**config.mk**
```make
export PLATFORM = sky130hd
export DESIGN_NAME = slurm32_cpu_writeback
export DESIGN_NICKNAME = d
export VERILOG_FILES = /design/src/rtl/slurm32_cpu_pkg.sv /design/src/rtl/slurm32_ldq.sv /design/src/rtl/slurm32_cpu_writeback.sv
export SDC_FILE = /design/constraint.sdc
export NUM_CORES = 1
export LEC_CHECK = 0
export CORE_MARGIN = 2
export CORE_UTILIZATION = 45
export DETAILED_ROUTE_END_ITERATION = 6
export GPL_TIMING_DRIVEN = 1
export HOLD_SLACK_MARGIN = 0.15
export PLACE_DENSITY_LB_ADDON = 0.08
export SLEW_MARGIN = 15
export SYNTH_ARGS = -nofsm -noshare
export SYNTH_HDL_FRONTEND = slang
export SYNTH_SLANG_ARGS = --single-unit
export TNS_END_PERCENT = 20
```
**constraint.sdc**
```tcl
create_clock -name CLK -period 4.94 [get_ports CLK]
set_input_delay 0.494 -clock CLK [delete_from_list [all_inputs] [get_ports CLK]]
set_output_delay 0.494 -clock CLK [all_outputs]
set_load 0.05 [all_outputs]
```
**src/rtl/slurm32_cpu_pkg.sv**
```systemverilog
// Shared definitions for the SLURM32 writeback stage and its load queue.
package slurm32_cpu_pkg;

    localparam int DEF_REG_BITS  = 8;
    localparam int DEF_BITS      = 32;
    localparam int DEF_LDQ_DEPTH = 4;
    localparam int R0            = 0;

    typedef struct packed {
        logic [DEF_REG_BITS-1:0] regIdx;
        logic [DEF_BITS-1:0]     data;
        logic                    valid;
    } wb_entry_t;

endpackage

```
**src/rtl/slurm32_ldq.sv**
```systemverilog
// In-order FIFO of destination register indices for outstanding loads, with
// per-entry comparison against two operand selects.
module slurm32_ldq
    import slurm32_cpu_pkg::*;
#(
    parameter int REG_BITS = DEF_REG_BITS,
    parameter int DEPTH    = DEF_LDQ_DEPTH
) (
    input  logic                     CLK,
    input  logic                     RST,
    input  logic                     push,
    input  logic [REG_BITS-1:0]      pushReg,
    input  logic                     pop,
    input  logic [REG_BITS-1:0]      cmpA,
    input  logic [REG_BITS-1:0]      cmpB,
    output logic [REG_BITS-1:0]      headReg,
    output logic                     full,
    output logic                     empty,
    output logic [$clog2(DEPTH):0]   count,
    output logic                     matchA,
    output logic                     matchB
);

    localparam int PTR_BITS = $clog2(DEPTH);

    logic [REG_BITS-1:0] mem [DEPTH];
    logic [PTR_BITS-1:0] wrPtr;
    logic [PTR_BITS-1:0] rdPtr;
    logic [PTR_BITS-1:0] offset;
    logic                pushOk;
    logic                popOk;

    assign full    = (count == (PTR_BITS+1)'(DEPTH));
    assign empty   = (count == '0);
    assign headReg = mem[rdPtr];
    assign pushOk  = push && !full;
    assign popOk   = pop && !empty;

    always_ff @(posedge CLK) begin
        if (RST) begin
            wrPtr <= '0;
            rdPtr <= '0;
            count <= '0;
            // NOTE: entries are cleared too so a reset leaves no stale index that
            // could be mistaken for a live destination.
            for (int i = 0; i < DEPTH; i++) mem[i] <= '0;
        end else begin
            if (pushOk) begin
                mem[wrPtr] <= pushReg;
                wrPtr      <= wrPtr + 1'b1;
            end
            if (popOk) rdPtr <= rdPtr + 1'b1;
            case ({pushOk, popOk})
                2'b10:   count <= count + 1'b1;
                2'b01:   count <= count - 1'b1;
                default: ;
            endcase
        end
    end

    // An entry is live when its distance from the read pointer is below count.
    always_comb begin
        // NOTE: every output gets a default first so no path infers a latch.
        matchA = 1'b0;
        matchB = 1'b0;
        offset = '0;
        for (int i = 0; i < DEPTH; i++) begin
            offset = PTR_BITS'(i) - rdPtr;
            if ((PTR_BITS+1)'(offset) < count) begin
                if (mem[i] == cmpA) matchA = 1'b1;
                if (mem[i] == cmpB) matchB = 1'b1;
            end
        end
    end

endmodule

```
**src/rtl/slurm32_cpu_writeback.sv**
```systemverilog
// Writeback stage: merges ALU results and in-order load returns onto the
// register file write port and flags read-after-write hazards for decode.
module slurm32_cpu_writeback
    import slurm32_cpu_pkg::*;
#(
    parameter int REG_BITS  = DEF_REG_BITS,
    parameter int BITS      = DEF_BITS,
    parameter int LDQ_DEPTH = DEF_LDQ_DEPTH
) (
    input  logic                CLK,
    input  logic                RST,
    input  logic                alu_valid,
    input  logic [REG_BITS-1:0] alu_reg,
    input  logic [BITS-1:0]     alu_data,
    output logic                alu_ready,
    input  logic                ld_issue,
    input  logic [REG_BITS-1:0] ld_reg,
    output logic                ld_issue_ready,
    input  logic                ld_ret_valid,
    input  logic [BITS-1:0]     ld_ret_data,
    input  logic [REG_BITS-1:0] chk_a_sel,
    input  logic [REG_BITS-1:0] chk_b_sel,
    output logic                hazard_a,
    output logic                hazard_b,
    output logic                ld_pending,
    output logic                ld_err,
    output logic [REG_BITS-1:0] regIn_sel,
    output logic [BITS-1:0]     regIn_data
);

    localparam logic [REG_BITS-1:0] REG_ZERO = REG_BITS'(R0);

    logic                        skidValid;
    logic [REG_BITS-1:0]         skidReg;
    logic [BITS-1:0]             skidData;
    logic [REG_BITS-1:0]         headReg;
    logic                        ldqFull;
    logic                        ldqEmpty;
    logic [$clog2(LDQ_DEPTH):0]  ldqCount;
    logic                        ldqMatchA;
    logic                        ldqMatchB;
    logic                        aluAcc;
    logic                        ldPush;
    logic                        ldPop;
    logic [REG_BITS-1:0]         winSel;
    logic [BITS-1:0]             winData;
    logic                        skidLoad;
    logic                        skidClr;

    assign alu_ready      = !RST && !skidValid;
    assign ld_issue_ready = !RST && !ldqFull;
    assign ld_pending     = (ldqCount != '0);
    assign aluAcc         = alu_valid && alu_ready;
    assign ldPush         = ld_issue && ld_issue_ready;
    assign ldPop          = ld_ret_valid && !ldqEmpty;

    slurm32_ldq #(
        .REG_BITS (REG_BITS),
        .DEPTH    (LDQ_DEPTH)
    ) u_ldq (
        .CLK     (CLK),
        .RST     (RST),
        .push    (ldPush),
        .pushReg (ld_reg),
        .pop     (ldPop),
        .cmpA    (chk_a_sel),
        .cmpB    (chk_b_sel),
        .headReg (headReg),
        .full    (ldqFull),
        .empty   (ldqEmpty),
        .count   (ldqCount),
        .matchA  (ldqMatchA),
        .matchB  (ldqMatchB)
    );

    // Load returns cannot stall, so a colliding ALU result parks in the skid.
    always_comb begin
        winSel   = '0;
        winData  = '0;
        skidLoad = 1'b0;
        skidClr  = 1'b0;
        if (ldPop) begin
            winSel   = headReg;
            winData  = ld_ret_data;
            skidLoad = aluAcc;
        end else if (skidValid) begin
            winSel  = skidReg;
            winData = skidData;
            skidClr = 1'b1;
        end else if (aluAcc) begin
            winSel  = alu_reg;
            winData = alu_data;
        end
        if (winSel == REG_ZERO) winData = '0;
    end

    always_ff @(posedge CLK) begin
        if (RST) begin
            regIn_sel  <= '0;
            regIn_data <= '0;
            skidValid  <= 1'b0;
            skidReg    <= '0;
            skidData   <= '0;
            ld_err     <= 1'b0;
        end else begin
            // NOTE: non-blocking so every register samples pre-edge values.
            regIn_sel  <= winSel;
            regIn_data <= winData;
            if (skidLoad) begin
                skidValid <= 1'b1;
                skidReg   <= alu_reg;
                skidData  <= alu_data;
            end else if (skidClr) begin
                skidValid <= 1'b0;
            end
            if (ld_ret_valid && ldqEmpty) ld_err <= 1'b1;
        end
    end

    assign hazard_a = (chk_a_sel != REG_ZERO) &&
                      (ldqMatchA || (skidValid && skidReg == chk_a_sel) || regIn_sel == chk_a_sel);
    assign hazard_b = (chk_b_sel != REG_ZERO) &&
                      (ldqMatchB || (skidValid && skidReg == chk_b_sel) || regIn_sel == chk_b_sel);

endmodule

```
# Word-level counts from Yosys, hierarchy flattened
# Memories as Yosys holds them, arrays and structs flattened. A register that Yosys moved wholly into a read port is not among the register bits.
# Cells that the tools add are included.
[totals] memories=1 inputBits=101 reg_bits=89 word_cells=104 out_inout_bits=46 mem_bits_rw=32
[mem_list] memory="u_ldq.mem" depth=4 word_bits=8 rd=5 rd_ports_with_merged_regs=1 wr=4 line_no="slurm32_ldq.sv:26" source="logic [REG_BITS-1:0] mem [DEPTH];"
[classes] add_sub_neg=8 n_mux=38 magnitude_cmp=4 n_eq_ne=15 n_reduce_logical=29
[op_table] operator="$eq 8x8->1" n=12
[op_table] operator="$mux 32" n=3
[op_table] operator="$mux 8" n=4
[op_table] operator="$mux 1" n=27
[op_table] operator="$reduce_bool 8->1" n=2
[op_table] operator="$logic_and 1x1->1" n=12
[op_table] operator="$lt 2x3->1" n=4
[op_table] operator="$logic_not 8->1" n=1
[op_table] operator="$reduce_or 8->1" n=1
[op_table] operator="$mux 2" n=3
[op_table] operator="$pmux 3 s2" n=1
[op_table] operator="$add 2x1->2 const B" n=2
[op_table] operator="$logic_not 1->1" n=4
[op_table] operator="$logic_or 1x1->1" n=4
[op_table] operator="$reduce_bool 2->1" n=2
[op_table] operator="$sub 1x2->2 const A" n=2
[op_table] operator="$sub 2x2->2 const A" n=2
[op_table] operator="$add 3x1->3 const B" n=1
[op_table] operator="$eq 3x3->1 const B" n=1
[op_table] operator="$logic_not 3->1" n=1
[op_table] operator="$reduce_bool 3->1" n=1
[op_table] operator="$sub 3x1->3 const B" n=1
[op_table] operator="$eq 2x1->1 const B" n=1
[op_table] operator="$eq 2x2->1 const B" n=1
[op_table] operator="$reduce_or 2->1" n=1

# Longest topological paths before layout
# Gate-level depths: netlist of the first run.
[logic_depth] word_depth=12 depth_mapped=10 ltp_nobuf=9

# Modules after synthesis
# A second synthesis of the first run with hierarchy kept.
[unflattened] hier_cells=705 hier_area_um2=6675.2
[modules_own_cells] module="slurm32_cpu_writeback" instances=1 seq_area_each_um2=1641.6 area_each_um2=4012.6 cells_per_inst=474
[modules_own_cells] module="slurm32_ldq" instances=1 seq_area_each_um2=1141.1 area_each_um2=2662.6 cells_per_inst=231

# Worst setup path after synthesis of the first run
# Ideal clock, no wire load.
[synth_timing] path_kind="register -> output" from="reg u_ldq.count[1]" to="out hazard_a" arrival_ns=2.215 path_slack_ns=2.231 required_time_ns=4.446 path_stages_with_launch=8 n_path_buf=0 cell_sequence="dfxtp_1 > inv_1 > ha_1 > a21boi_0 > o21a_1 > nor3_1 > nor4_1 > a31oi_1"
[synth_between] elab_chain_cells=11 elab_cells_between_ends=14 cone_classes="order compare: 4; mux: 7; reduce/logical: 3"
[synth_rtl] item="start, declared" line_no="slurm32_ldq.sv:19" source="output logic [$clog2(DEPTH):0] count,"
[synth_rtl] item="start signal, assigned" line_no="slurm32_ldq.sv:54" source="2'b10: count <= count + 1'b1;"
[synth_rtl] item="start signal, assigned" line_no="slurm32_ldq.sv:55" source="2'b01: count <= count - 1'b1;"
[synth_rtl] item="$lt 2x3->1" line_no="slurm32_ldq.sv:69" source="if ((PTR_BITS+1)'(offset) < count) begin"
[synth_rtl] item="$mux 1" line_no="slurm32_ldq.sv:69"
[synth_rtl] item="$mux 1" line_no="slurm32_ldq.sv:70" source="if (mem[i] == cmpA) matchA = 1'b1;"
[synth_rtl] item="$mux 1" line_no="slurm32_ldq.sv:69"
[synth_rtl] item="$mux 1" line_no="slurm32_ldq.sv:70"
[synth_rtl] item="$mux 1" line_no="slurm32_ldq.sv:69"
[synth_rtl] item="$mux 1" line_no="slurm32_ldq.sv:70"
[synth_rtl] item="$mux 1 (*)" line_no="slurm32_ldq.sv:69"
[synth_rtl] item="$logic_or 1x1->1 (*) (2 in a row)" line_no="slurm32_cpu_writeback.sv:121" source="(ldqMatchA || (skidValid && skidReg == chk_a_sel) || regIn_sel == chk_a_sel);"
[synth_rtl] item="$logic_and 1x1->1 (*)" line_no="slurm32_cpu_writeback.sv:120" source="assign hazard_a = (chk_a_sel != REG_ZERO) &&"
[synth_rtl] item="end, declared" line_no="slurm32_cpu_writeback.sv:23" source="output logic hazard_a,"
# Every way passes the cells marked *; elsewhere a longest branch is shown, timed or not.

# Worst setup path in the final report of the first run
[layout_timing] from="reg u_ldq.count[1]" to="out hazard_b"
[layout_between] elab_chain_cells=11 elab_cells_between_ends=14 cone_classes="order compare: 4; mux: 7; reduce/logical: 3"
[layout_rtl] item="$lt 2x3->1" line_no="slurm32_ldq.sv:69"
[layout_rtl] item="$mux 1" line_no="slurm32_ldq.sv:69"
[layout_rtl] item="$mux 1" line_no="slurm32_ldq.sv:71" source="if (mem[i] == cmpB) matchB = 1'b1;"
[layout_rtl] item="$mux 1" line_no="slurm32_ldq.sv:69"
[layout_rtl] item="$mux 1" line_no="slurm32_ldq.sv:71"
[layout_rtl] item="$mux 1" line_no="slurm32_ldq.sv:69"
[layout_rtl] item="$mux 1" line_no="slurm32_ldq.sv:71"
[layout_rtl] item="$mux 1 (*)" line_no="slurm32_ldq.sv:69"
[layout_rtl] item="$logic_or 1x1->1 (*) (2 in a row)" line_no="slurm32_cpu_writeback.sv:123" source="(ldqMatchB || (skidValid && skidReg == chk_b_sel) || regIn_sel == chk_b_sel);"
[layout_rtl] item="$logic_and 1x1->1 (*)" line_no="slurm32_cpu_writeback.sv:122" source="assign hazard_b = (chk_b_sel != REG_ZERO) &&"
[layout_rtl] item="end, declared" line_no="slurm32_cpu_writeback.sv:24" source="output logic hazard_b,"
# Marked as above.

==> flow_summary.toml, run 1 <==
[sta]
timing.fmax_ghz = 0.269
rsz0062_at_grt = "no"
setup_viol = 0
worst_pin_slew_ns = 1.08
fin_setup_tns_ns = 0
slew_viol_final = 0
fin_skew_ns = 0.00682
hold_ws_ns = 0.454
finalCritPeriodShare_pct = 75.3
hold_violations = 0
slew_headroom_pct = 27.8
period_minus_slack_ns = 3.72

[routing]
vias_per_cell = 5.60
first_iter_violations = 480
drc_errors = 0
routedWlPerCell_um = 19.4
via_count = 5554
wirelength_um = 19200
antenna_left = 0
dr.pass1.iters = 5

[pwr]
intPower_w = 0.00255
ir_worst_vdd_mv = 0.321
p_leak_nw = 3.00
combPwrFrac_pct = 34.5
seqPwrFrac_pct = 33.3
p_total_w = 0.00402
pwr-share-clk_pct = 32.2
switching_share_pct = 36.5
p_per_area_nw_per_um2 = 468
power.switching_w = 0.00147

[worst_setup_path]
required_ns = 4.45
reg2reg_slack_ns = 2.19
arrival_ns = 3.23
rr_startpoint = "skidValid"
worstPathCellList = "inv_1 -> ha_1 -> nor2b_1 -> a22o_1 -> or3_1 -> nand4_1 -> o31a_1 -> clkdlybuf4s50_1"
end_kind = "output port"
start_kind = "register"
worst_r2r_path_depth = 5
path_max_fanout = 5
critical_path_class = "register to output port"
cp_slowest_cell = "clkdlybuf4s50_1"
critPathMaxStageDelay_ns = 0.80
rr_endpoint = "skidData[23]"

[global_routing]
grt_pass1_wl_um = 29400
grt_pass1_vias = 5285
antenna_found_initial = 0
grt_max_degree = 53
track_usage_pct = 25.3
grt_overflow = 0

[place]
portBuffers = 146
place_hpwl_um = 13600
gp_congestion = 0.942

[synthesis]
synth-edff-count = 32
synth_ff_type = "dfxtp_1"
ys_types = 50
postSynthAreaPerCell_um2 = 9.53
synth_largest_area_cell = "dfxtp_1"
synthCells = 682
syn-num-nets = 789
ys_async_sr_fraction_pct = 0
yosysSeqAreaShare_pct = 42.8
syn_area_um2 = 6500
netlist_top_cells_area = "dfxtp_1, edfxtp_1, xnor2_1"
yosys_warnings = 0
ys_ff_latch = 123
synth_top_area_share_pct = 28.0

[die]
die-area_um2 = 15400
die_width_um = 124
die_height_um = 124
initial_core_util_pct = 46.5
io_pins = 147
core_um2 = 14000
rows = 43

[clocking]
holdBufCountCts = 0
cts.sinks = 123
clock_path_buffers = 2
cts_tree = "yes"
numCtsBuffers = 17
cts_resized = 0
root_buffer = "clkbuf_16"
h-tree-depth = 4
worst_skew_pair.late_latency_ns = 0.42
path_clk_slew_ns = 0.06
postCtsSetupRepairBufs = 0

[cells_and_area]
drive_above_1_share_pct = 10.7
diodes = 0
area.growth.synth_to_final_pct = 32.2
final_nets = 906

[hold_path]
min_path_type = "register to register"
hp-start = "skidData[4]"
hold_path_end = "skidData[4]"
holdPathStages = 2

[run]
max_cap_violations = 0

[run_status]
status = "completed"
## cell families (layout without fill, tap and decap cells)
kind of cell,after synthesis,after routing,share of synthesized area [%]
compound gates,108,108,11.6
simple gates,270,270,22.4
mux,8,8,3.06
fa+ha+maj,6,6,1.27
flops,123,123,42.8
buf+inv,65,195,5.14
xor+xnor,102,102,13.7
## worst max-delay path by stage
stage                         startpoint       end  slack (ns)  depth (start not counted)
final                     u_ldq.count[1]  hazard_b        1.22                          8
after global routing      u_ldq.count[1]  hazard_b        1.10                          8
after CTS                 u_ldq.count[1]  hazard_b        1.20                          8
after detailed placement    chk_b_sel[5]  hazard_b        1.36                          7
after global placement      chk_b_sel[5]  hazard_b        1.34                          7
after floorplan           u_ldq.count[1]  hazard_a        2.23                          7
## registers in the layout, indices dropped and copies added (netlist names), named ones only
| register | flops |
|---|---|
| ld_err | 1 |
| u_ldq.rdPtr | 2 |
| u_ldq.count | 3 |
| regIn_sel | 8 |
| skidData | 32 |
| u_ldq.mem | 32 |
| regIn_data | 32 |
| u_ldq.wrPtr | 2 |
| skidValid | 1 |
| skidReg | 8 |
## cells in the mapped netlist, types with 8 or more instances
library cell / count
nor4_1: 12
clkbuf_1: 39
nor3_2: 30
a21oi_1: 45
xnor2_1: 59
edfxtp_1: 32
inv_1: 8
a221oi_1: 32
nor2b_1: 9
nor3_1: 10
nor2_1: 56
a211oi_1: 8
nand4_1: 15
dfxtp_1: 91
xor2_1: 43
and2_1: 32
nand2_1: 88
## power groups by stage
| stage | logic [W] | registers, W | clock network, W |
|---|---|---|---|
| after global routing | 0.00149 | 0.00136 | 0.00136 |
| final | 0.00139 | 0.00134 | 0.00129 |
| after floorplan | 0.000762 | 0.00155 | 0 |
| after global placement | 0.00137 | 0.00135 | 0 |
| after CTS | 0.00139 | 0.00134 | 0.00131 |
| after detailed placement | 0.00139 | 0.00136 | 0 |
## per-layer routing
| metal | up-vias | GRT usage [%] | share of wire (%) |
|---|---|---|---|
| li1 | 2616 | - | - |
| met1 | 2683 | 33.9 | 44 |
| met2 | 229 | 40.4 | 48 |
| met3 | 26 | 5.68 | 6.4 |
| met4 | 0 | 8.92 | 1.9 |
| met5 | - | 0 | 0 |
## area by class of cell
| cell class | instances | area [um^2] |
|---|---|---|
| Timing Repair Buffer | 154 | 1520 |
| Fill cell | 1180 | 5400 |
| Tap cell | 180 | 225 |
| Sequential cell | 123 | 2780 |
| Clock inverter | 7 | 71.3 |
| Multi-Input combinational cell | 494 | 3400 |
| Inverter | 9 | 33.8 |
| Clock buffer | 25 | 559 |
## per-stage QoR
step                std cells  instance area (um^2)  worst slack [ns]  utilization, %
finish                    992                  8590              1.22            61.4
detailed placement        960                  7960              1.36            56.9
global route              992                  8590              1.10            61.4
global placement          960                  7960              1.34            56.9
CTS                       992                  8590              1.20            61.4
floorplan                 682                  6500              2.23               -
## layout by cell type (no fill, tap or decap), types with 2 or more instances in the layout
master / Yosys / routed
nor3_1: 10 / 10
a211oi_1: 8 / 8
clkinv_2: 0 / 3
clkbuf_16: 0 / 20
mux4_2: 3 / 3
o31ai_4: 1 / 2
a221oi_1: 32 / 32
nor4_1: 12 / 12
edfxtp_1: 32 / 32
inv_1: 8 / 8
and2_1: 32 / 32
nor2_1: 56 / 56
or2_2: 3 / 3
a21oi_1: 45 / 45
or3_1: 3 / 3
buf_4: 1 / 8
xnor2_1: 59 / 59
or4_1: 2 / 2
o211ai_1: 2 / 2
ha_1: 5 / 5
clkdlybuf4s50_1: 0 / 145
mux4_1: 5 / 5
nand3_1: 4 / 4
nor2b_1: 9 / 8
xor2_1: 43 / 43
nor3_2: 30 / 30
nand2_1: 88 / 88
o21ai_0: 3 / 3
a22oi_1: 7 / 7
dfxtp_1: 91 / 90
nand4_1: 15 / 15
a31oi_1: 3 / 3
clkbuf_8: 1 / 4
clkinv_4: 0 / 2
## worst max-delay path: cells and delay by family, from the launching register on
kind | cells | cell delay [ns]
AOI/OAI and AO/OA | 2 | 0.41
adders and majority gates | 1 | 0.32
and+or+nand+nor | 3 | 0.65
buffers and inverters | 2 | 0.98
DFF | 1 | 0.44
(Power assumes the default switching activity.)
==> run 2, diff against run 1 <==
Clock period 4.94 ns to 3.2 ns, I/O delays scaled along.
==> flow_summary.toml, run 2 (same netlist as run 1, synthesis figures left out) <==
[hold_path]
holdPathStages = 2
hold_path_end = "skidReg[2]"
min_path_type = "primary input to register"
hp-start = "RST"

[die]
io_pins = 147
rows = 43
die_height_um = 124
die_width_um = 124
initial_core_util_pct = 46.5
core_um2 = 14000
die-area_um2 = 15400

[sta]
timing.fmax_ghz = 0.345
fin_skew_ns = 0.00849
period_minus_slack_ns = 2.90
slew_headroom_pct = 61.3
hold_violations = 0
finalCritPeriodShare_pct = 90.6
slew_viol_final = 0
fin_setup_tns_ns = 0
rsz0062_at_grt = "no"
worst_pin_slew_ns = 0.578
setup_viol = 0

[clocking]
root_buffer = "clkbuf_16"
numCtsBuffers = 17
path_clk_slew_ns = 0.06
postCtsSetupRepairBufs = 0
h-tree-depth = 4
clock_path_buffers = 2
holdBufCountCts = 0
cts.sinks = 123
worst_skew_pair.late_latency_ns = 0.41
cts_resized = 0
cts_tree = "yes"

[worst_setup_path]
reg2reg_slack_ns = 0.71
critical_path_class = "register to output port"
required_ns = 2.88
rr_endpoint = "regIn_data[1]"
cp-startpoint = "u_ldq.count[1]"
path_max_fanout = 5
arrival_ns = 2.58
worst_r2r_path_depth = 6
end_kind = "output port"
critPathMaxStageDelay_ns = 0.42
start_kind = "register"
cp_slowest_cell = "dfxtp_1"
worstPathCellList = "inv_1 -> ha_1 -> nor2b_1 -> a22o_1 -> or3_1 -> nand4_1 -> o31a_1 -> buf_4"

[global_routing]
grt_pass1_vias = 5333
track_usage_pct = 25.2
grt_overflow = 0
grt_pass1_wl_um = 29100
grt_max_degree = 52
antenna_found_initial = 0

[place]
place_hpwl_um = 13700
portBuffers = 146
gp_congestion = 0.935
dp_cells = 963

[cells_and_area]
fillers = 1195
diodes = 0
fin_cells = 994
top_regs = "regIn_data (32), skidData (32), u_ldq.mem (32)"
drive_above_1_share_pct = 10.8
final_common_cell = "clkdlybuf4s50_1"
mostFrequentLayoutCells = "clkdlybuf4s50_1, dfxtp_1, nand2_1"
area.growth.synth_to_final_pct = 31.3
final_nets = 909

[pwr]
p_per_area_nw_per_um2 = 705
ir_worst_vdd_mv = 0.491
p_leak_nw = 2.98

[routing]
routedWlPerCell_um = 19.0
antenna_left = 0
drc_errors = 0
dr.pass1.iters = 5
via_count = 5464
wirelength_um = 18800
first_iter_violations = 369
vias_per_cell = 5.50

[run_status]
status = "completed"

[run]
max_cap_violations = 0
-- run 2: changes by cell type in the layout (fill, tap and decap cells not counted) --
cell and change:
clkinv_4 -2, clkinvlp_4 +1, clkbuf_1 +3, inv_6 -1
clkbuf_16 -2, clkinv_2 +1, clkbuf_8 -2, inv_4 +1
buf_4 +5, clkdlybuf4s50_1 -2
-- run 2: per-stage QoR --
| stage | area [um^2] | power, W | hold slack (ns) | utilization (%) | worst slack, ns |
|---|---|---|---|---|---|
| 6_report | 8530 | 0.00601 | 0.343 | 61.0 | 0.300 |
| 5_1_grt | 8530 | 0.00630 | 0.364 | 61.0 | 0.146 |
| 4_1_cts | 8530 | 0.00605 | 0.338 | 61.0 | 0.277 |
| 3_5_place_dp | 7980 | 0.00424 | 0.446 | 57.0 | 0.400 |
| 3_3_place_gp | 7980 | 0.00422 | 0.442 | 57.0 | 0.378 |
| 2_1_floorplan | 6500 | 0.00356 | 0.436 | - | 0.665 |
-- run 2: report_power, final --
group	total [W]	leakage [nW]	internal, W	switching (W)
Clock	0.00180	0.275	0.00114	0.000652
Sequential	0.00205	1.07	0.00182	0.000227
Combinational	0.00217	1.63	0.000839	0.00133
Total	0.00601	2.98	0.00381	0.00221
-- run 2: area by class of cell --
type	count	area [um^2]	area share [%]
clock buffers	24	493	5.78
multi-input cells	494	3400	39.8
flip-flops and latches	123	2780	32.6
well taps	180	225	2.64
repair buffers	157	1530	18.0
clock inverters	7	63.8	0.748
inverters	9	33.8	0.396
-- run 2: worst max-delay path by stage --
stage | slack [ns] | cells after the start | to
after floorplan | 0.67 | 7 | hazard_a
after global placement | 0.38 | 7 | hazard_b
after detailed placement | 0.40 | 7 | hazard_b
after CTS | 0.28 | 8 | hazard_b
after global routing | 0.15 | 8 | hazard_b
final | 0.30 | 8 | hazard_b
-- run 2: worst max-delay path, delay by kind of cell (launching register included) --
family          cells  cell delay, ns
simple gates        3            0.66
flops               1            0.42
compound gates      2            0.41
buf+inv             2            0.35
fa+ha+maj           1            0.31
-- run 2: metal layers --
metal | GRT usage [%] | vias to the layer above | share of wire [%] | wire length (um)
met4 | 11.4 | 0 | 3.4 | 637
met5 | 0 | - | 0 | 0
li1 | - | 2618 | - | -
met1 | 34.3 | 2606 | 45 | 8530
met3 | 3.98 | 43 | 5.2 | 982
met2 | 39.6 | 197 | 46 | 8700
